[src/rtl/ch0re_types.sv]
// Shared types for the ID/issue stage: issue FSM encoding and the canonical nop.
package ch0re_types;

  typedef enum logic [1:0] {
    IDLE = 2'd0,
    HOLD = 2'd1,
    TRAP = 2'd2
  } id_issue_state_t;

  localparam logic [31:0] NOP = 32'h00000013;
  localparam int unsigned NREGS = 32;

endpackage

[src/rtl/reg_scoreboard.sv]
// Register busy scoreboard: one bit per architectural register, x0 never busy.
module reg_scoreboard
  import ch0re_types::*;
(
  input  logic                 clk,
  input  logic                 srst,
  input  logic                 set_en,
  input  logic [4:0]           waddr,
  input  logic                 clr_en,
  input  logic [4:0]           clr_addr,
  input  logic [4:0]           raddr1,
  input  logic [4:0]           raddr2,
  output logic                 rbusy1,
  output logic                 rbusy2,
  output logic [NREGS-1:0]     busy
);

  logic [NREGS-1:0] busy_reg;
  logic [NREGS-1:0] busy_next;

  assign busy_next[0] = 1'b0;

  // Set is ORed in after the clear so a same-cycle issue keeps the bit busy.
  generate
    for (genvar gi = 1; gi < NREGS; gi++) begin : g_bit
      assign busy_next[gi] = (set_en && (waddr == 5'(gi))) ||
                             (busy_reg[gi] && !(clr_en && (clr_addr == 5'(gi))));
    end
  endgenerate

  always_ff @(posedge clk) begin
    if (srst) begin
      busy_reg <= '0;
    end else begin
      busy_reg <= busy_next;
    end
  end

  assign rbusy1 = busy_reg[raddr1];
  assign rbusy2 = busy_reg[raddr2];
  assign busy   = busy_reg;

endmodule

[src/rtl/id_issue_ctrl.sv]
// Decode/issue control: holds one fetched instruction, checks register hazards
// against the scoreboard, issues to EX, and parks illegal instructions in TRAP.
module id_issue_ctrl
  import ch0re_types::*;
(
  input  logic        i_clk,
  input  logic        i_rst,
  input  logic        i_fetch_valid,
  input  logic [31:0] i_fetch_instr,
  input  logic [63:0] i_fetch_pc,
  output logic        o_fetch_ready,
  output logic [31:0] o_dec_instr,
  input  logic        i_dec_illegal,
  input  logic        i_dec_rs1_en,
  input  logic        i_dec_rs2_en,
  input  logic        i_dec_rd_en,
  input  logic [4:0]  i_dec_raddr1,
  input  logic [4:0]  i_dec_raddr2,
  input  logic [4:0]  i_dec_waddr,
  output logic        o_issue_valid,
  input  logic        i_issue_ready,
  output logic [63:0] o_issue_pc,
  output logic [31:0] o_issue_instr,
  input  logic        i_wb_valid,
  input  logic [4:0]  i_wb_waddr,
  input  logic        i_flush,
  output logic        o_trap,
  output logic [63:0] o_trap_pc,
  output logic [15:0] o_stall_cnt
);

  id_issue_state_t  state_reg, state_next;
  logic [31:0]      instr_reg, instr_next;
  logic [63:0]      pc_reg, pc_next;
  logic [15:0]      stall_cnt_reg, stall_cnt_next;

  logic             hazard;
  logic             issue_fire;
  logic             fetch_fire;
  logic             sb_set;
  logic             rbusy1;
  logic             rbusy2;
  logic [NREGS-1:0] busy;

  reg_scoreboard u_sb (
    .clk      (i_clk),
    .srst     (i_rst),
    .set_en   (sb_set),
    .waddr    (i_dec_waddr),
    .clr_en   (i_wb_valid),
    .clr_addr (i_wb_waddr),
    .raddr1   (i_dec_raddr1),
    .raddr2   (i_dec_raddr2),
    .rbusy1   (rbusy1),
    .rbusy2   (rbusy2),
    .busy     (busy)
  );

  // Hazards look only at the registered busy bits: a writeback unblocks next cycle.
  assign hazard = (i_dec_rs1_en && (i_dec_raddr1 != 5'd0) && rbusy1) ||
                  (i_dec_rs2_en && (i_dec_raddr2 != 5'd0) && rbusy2) ||
                  (i_dec_rd_en  && (i_dec_waddr  != 5'd0) && busy[i_dec_waddr]);

  assign issue_fire = o_issue_valid && i_issue_ready;
  assign fetch_fire = i_fetch_valid && o_fetch_ready;
  assign sb_set     = issue_fire && i_dec_rd_en && (i_dec_waddr != 5'd0);

  always_ff @(posedge i_clk) begin
    if (i_rst) begin
      state_reg     <= IDLE;
      instr_reg     <= NOP;
      pc_reg        <= '0;
      stall_cnt_reg <= '0;
    end else begin
      state_reg     <= state_next;
      instr_reg     <= instr_next;
      pc_reg        <= pc_next;
      stall_cnt_reg <= stall_cnt_next;
    end
  end

  always_comb begin
    state_next = state_reg;
    if (i_flush) begin
      state_next = IDLE;
    end else begin
      case (state_reg)
        IDLE: if (fetch_fire) state_next = HOLD;
        HOLD: begin
          if (i_dec_illegal) begin
            state_next = TRAP;
          end else if (issue_fire) begin
            state_next = fetch_fire ? HOLD : IDLE;
          end
        end
        TRAP:    state_next = TRAP;
        default: state_next = IDLE;
      endcase
    end
  end

  always_comb begin
    o_issue_valid = 1'b0;
    o_fetch_ready = 1'b0;
    o_trap        = 1'b0;
    o_trap_pc     = '0;
    case (state_reg)
      IDLE: o_fetch_ready = !i_flush && !i_rst;
      HOLD: begin
        o_issue_valid = !hazard && !i_dec_illegal && !i_flush && !i_rst;
        o_fetch_ready = o_issue_valid && i_issue_ready;
      end
      TRAP: begin
        o_trap    = 1'b1;
        o_trap_pc = pc_reg;
      end
      default: o_fetch_ready = 1'b0;
    endcase
  end

  always_comb begin
    instr_next     = instr_reg;
    pc_next        = pc_reg;
    stall_cnt_next = stall_cnt_reg;
    if (fetch_fire) begin
      instr_next = i_fetch_instr;
      pc_next    = i_fetch_pc;
    end
    if ((state_reg == HOLD) && hazard && !i_flush && (stall_cnt_reg != 16'hFFFF)) begin
      stall_cnt_next = stall_cnt_reg + 16'd1;
    end
  end

  assign o_dec_instr   = instr_reg;
  assign o_issue_pc    = pc_reg;
  assign o_issue_instr = instr_reg;
  assign o_stall_cnt   = stall_cnt_reg;

endmodule

[config.mk]
export PLATFORM = sky130hd
export DESIGN_NAME = id_issue_ctrl
export DESIGN_NICKNAME = d
export VERILOG_FILES = /design/src/rtl/ch0re_types.sv /design/src/rtl/reg_scoreboard.sv /design/src/rtl/id_issue_ctrl.sv
export SDC_FILE = /design/constraint.sdc
export NUM_CORES = 1
export LEC_CHECK = 0
export CORE_ASPECT_RATIO = 0.6
export CORE_UTILIZATION = 43
export CTS_CLUSTER_DIAMETER = 200
export CTS_CLUSTER_SIZE = 25
export DETAILED_ROUTE_END_ITERATION = 7
export GPL_TIMING_DRIVEN = 1
export MAX_ROUTING_LAYER = met4
export PLACE_DENSITY = 0.81
export SLEW_MARGIN = 25
export SYNTH_ARGS = -nofsm -noshare
export SYNTH_HDL_FRONTEND = slang
export SYNTH_HIERARCHICAL = 1
export SYNTH_SLANG_ARGS = --single-unit
[constraint.sdc]
create_clock -name i_clk -period 4 [get_ports i_clk]
set_clock_uncertainty 0.1 [all_clocks]
set_input_delay 1 -clock i_clk [delete_from_list [all_inputs] [get_ports i_clk]]
set_output_delay 1 -clock i_clk [all_outputs]
set_load 0.02 [all_outputs]
==> results_tabular.tex <==
\begin{tabular}{lr}
\hline
Metric & Value \\
\hline
\multicolumn{2}{l}{\textbf{Status}} \\
Status & finished, violations left \\
Violations in the final reports & setup timing \\
\multicolumn{2}{l}{\textbf{Yosys}} \\
Leading register cell type out of synthesis & sky130\_fd\_sc\_hd\_\_dfxtp\_1 \\
Post-synth EDFFs & 0 \\
Syn Std Cell Area & around 8000 µm² \\
Synth Register Bits & 145 \\
Fraction of registers with async set/reset & 0\% \\
Library cell occupying the most area in the post-synthesis netlist & sky130\_fd\_sc\_hd\_\_dfxtp\_1 \\
Fraction of synthesized cell area taken by the top area cell type & approximately 37\% \\
Cell count after synthesis & 816 \\
Warnings from Yosys & 6 \\
Cell variety after synth & 58 \\
Avg Cell Area, Syn & between 9 and 10 µm² \\
Leading cell types by total area after synthesis & sky130\_fd\_sc\_hd\_\_dfxtp\_1 (37\%), sky130\_fd\_sc\_hd\_\_nor2b\_1 (9.4\%), sky130\_fd\_sc\_hd\_\_mux2\_2 (8.4\%) \\
Post-synthesis sequential area ratio & a little under two fifths \\
Leading cell type by number of instances after synthesis & sky130\_fd\_sc\_hd\_\_dfxtp\_1 \\
Synth cell count leaders & sky130\_fd\_sc\_hd\_\_dfxtp\_1 (145), sky130\_fd\_sc\_hd\_\_nor2b\_1 (118), sky130\_fd\_sc\_hd\_\_and2\_1 (65) \\
Net count after synthesis & 943 \\
\multicolumn{2}{l}{\textbf{Global route}} \\
Pin count of the biggest net entering global routing & 89 \\
Total congestion overflow after global routing & 0 \\
Total GRT Usage & between 20\% and 30\% \\
Initial antenna violation count & 1 \\
Vias in the first global route & 7074 \\
Global-route wire length before repair & 38.3 mm \\
\multicolumn{2}{l}{\textbf{Drt}} \\
Number of routed nets with antenna violations & 0 \\
1st-pass router iterations & 7 \\
Initial DRC Count & approximately 500 \\
Total wire length & 25.2 mm \\
DRC & 0 \\
Via-to-Cell Ratio & 5.15 \\
Wire length per cell after detailed routing & 18.1 µm \\
Total via count in the routed design & 7145 \\
\multicolumn{2}{l}{\textbf{Final layout}} \\
Max reg flops & between 60 and 70 \\
Sequential standard cell area & 2900 µm² \\
Footprint of the multi-input gates & 4410 µm² \\
Core utilization of the finished layout & 69.6\% \\
Final cell area excluding filler cells & 12200 µm² \\
Number of nets in the finished design & around 1300 \\
Final std cells w/o fill & approximately 1400 \\
Synth-to-Final Area Change & 55.4\% \\
Share of layout cells above drive strength 1 & roughly 16\% \\
Number of filler cells placed in the layout & 1293 \\
\multicolumn{2}{l}{\textbf{Placed design}} \\
Placed cells & 1344 \\
Placement-stage cell area & 11300 µm² \\
Placer Congestion & about 0.95 \\
Placed wire-length estimate & 18.6 mm \\
Number of buffer cells added on primary ports & 336 \\
\multicolumn{2}{l}{\textbf{Clock network}} \\
CTS Buffer Depth & 2 \\
Clock buffer count from CTS & 17 \\
CTS sink count & 145 \\
Clock transition time at the flip-flop clock pins of the worst setup and hold paths & approximately 0.060 ns \\
Hold-fix buffers, CTS & 0 \\
Insertion delay to the later sink of the worst-skew pair & 0.42 ns \\
H-tree depth & 4 \\
CTS Root Buffer Type & sky130\_fd\_sc\_hd\_\_clkbuf\_16 \\
CTS tree & yes \\
\multicolumn{2}{l}{\textbf{Timing}} \\
Fmax & between 200 and 250 MHz \\
Unrepaired setup endpoints after global routing & true \\
Relative slew slack & 37.5\% \\
Final Hold Viols & 0 \\
Setup violation total in the final timing report & 1 \\
Period utilisation layout & 101\% \\
Slew Limit Fails & 0 \\
Final period demand of the worst path & 4.03 ns \\
Final hold slack & slightly above 0.4 ns \\
Slew @ Worst Pin & $\sim$0.94 ns \\
Smallest setup slack after layout & -0.0258 ns \\
\multicolumn{2}{l}{\textbf{Setup path}} \\
CP Class & primary input to output port \\
Signal arrival time at the worst endpoint & 2.93 ns \\
Endpoint class of the critical path & output port \\
CP required & 2.90 ns \\
Startpoint type of the worst setup path & primary input \\
Maximum fanout encountered on the critical timing path & 3 \\
\multicolumn{2}{l}{\textbf{Floorplan}} \\
Starting density of the core & 44.8\% \\
Overall die height & $\sim$110 µm \\
Die extent in x & 176 µm \\
Core box area & 17500 µm² \\
IO Count & 337 \\
Die area & 18700 µm² \\
Standard-cell row count & 37 \\
\multicolumn{2}{l}{\textbf{Pwr}} \\
Leakage power total & 4.75 nW \\
Power density over cell area & 320 nW/µm² \\
Maximum VDD drop & around 0.24 mV \\
Post-route total power & 0.00389 W \\
\multicolumn{2}{l}{\textbf{Hold path}} \\
Worst min-delay path class & register to register \\
\multicolumn{2}{l}{\textbf{Job}} \\
Max\_cap viols & 0 \\
\hline
\end{tabular}
[through the flow]
| step | TNS (ns) | worst slack [ns] |
|---|---|---|
| floorplan | 0 | 0.0462 |
| global placement | -24.98 | -1.07 |
| detailed placement | -31.57 | -1.10 |
| CTS | -0.0528 | -0.0427 |
| global route | -0.275 | -0.150 |
| finish | -0.0258 | -0.0258 |
[critical path, stage by stage]
cell	delay [ns]
sky130_fd_sc_hd__clkdlybuf4s50_1	0.43
sky130_fd_sc_hd__or3b_2	0.50
sky130_fd_sc_hd__nor3_4	0.19
sky130_fd_sc_hd__nand2_1	0.16
sky130_fd_sc_hd__a311oi_4	0.33
sky130_fd_sc_hd__or2_4	0.20
sky130_fd_sc_hd__buf_6	0.11
[area by class of cell]
type | count | area share [%]
sequential | 145 | 23.9
clock inverter | 12 | 1.29
antenna | 1 | 0.0206
inverter | 8 | 0.247
tap | 234 | 2.41
multi-input combinational | 578 | 36.3
timing repair buffer | 390 | 32.2
clock buffer | 20 | 3.68
[cells by family after synthesis]
kind of cell | count (synthesis) | synth area share, %
AOI/OAI and AO/OA | 99 | 7.71
adders and majority gates | 1 | 0.160
buffers and inverters | 93 | 7.51
DFF | 145 | 37.1
muxes | 146 | 22.2
other | 1 | 0.0480
and+or+nand+nor | 331 | 25.2
[path summary, 6_finish.rpt]
path | startpoint | end | slack (ns) | depth (start not counted)
worst max-delay path | i_flush | o_fetch_ready | -0.03 | 7
worst min-delay path | u_sb/busy[24] | u_sb/busy[24] | 0.42 | 2
worst min register to register | u_sb/busy[24] | u_sb/busy[24] | 0.42 | 2
worst max register to register | u_sb/busy[23] | u_sb/busy[12] | 0.57 | 14
[report_power, final]
group          switching (W)  total (W)  internal, W
registers          0.0000454    0.00155      0.00150
logic               0.000312   0.000694     0.000382
clock network       0.000649    0.00165      0.00100
total                0.00101    0.00389      0.00289
[repair_timing]
action | in CTS | in global routing
hold endpoints to repair | 0 | 0
cloned | 3 | 0
gates resized for setup | 60 | 8
setup endpoints to repair | 29 | 5
pin swaps | 12 | 5
buffers inserted | 8 | 1
[metal layers]
metal	vias up	global-route usage (%)	part of all wire [%]	wire [µm]
li1	3431	-	-	-
met1	3368	31.9	40	10200
met2	305	42.9	47	11900
met3	41	11.2	10	2600
met4	0	8.94	2.2	550
met5	-	-	0	0
[cell usage in the layout, fill, tap and decap left out, types with 3 or more instances in the layout]
cell	synthesis	routed
sky130_fd_sc_hd__nand2_1	45	44
sky130_fd_sc_hd__nor4_2	6	6
sky130_fd_sc_hd__and2_1	65	64
sky130_fd_sc_hd__mux2_2	58	58
sky130_fd_sc_hd__clkbuf_16	0	17
sky130_fd_sc_hd__dlygate4sd2_1	0	5
sky130_fd_sc_hd__o21ai_0	33	33
sky130_fd_sc_hd__o211ai_1	4	4
sky130_fd_sc_hd__nand2b_1	8	7
sky130_fd_sc_hd__mux2i_1	30	29
sky130_fd_sc_hd__bufbuf_16	0	3
sky130_fd_sc_hd__nor4_4	3	3
sky130_fd_sc_hd__dfxtp_1	145	145
sky130_fd_sc_hd__inv_1	8	8
sky130_fd_sc_hd__buf_12	0	7
sky130_fd_sc_hd__buf_6	5	5
sky130_fd_sc_hd__clkdlybuf4s50_1	0	321
sky130_fd_sc_hd__a22oi_1	4	4
sky130_fd_sc_hd__mux2_1	47	47
sky130_fd_sc_hd__nor2_1	28	28
sky130_fd_sc_hd__or4_1	5	4
sky130_fd_sc_hd__nor3_1	4	3
sky130_fd_sc_hd__nor2b_1	118	117
sky130_fd_sc_hd__a21oi_1	42	42
sky130_fd_sc_hd__nand4_1	4	4
sky130_fd_sc_hd__bufinv_16	0	3
sky130_fd_sc_hd__mux4_2	9	10
sky130_fd_sc_hd__nand3_1	27	26
sky130_fd_sc_hd__buf_4	35	44
sky130_fd_sc_hd__clkinvlp_4	0	4
sky130_fd_sc_hd__buf_2	12	4
No activity file was read; power rests on OpenSTA's default activity.
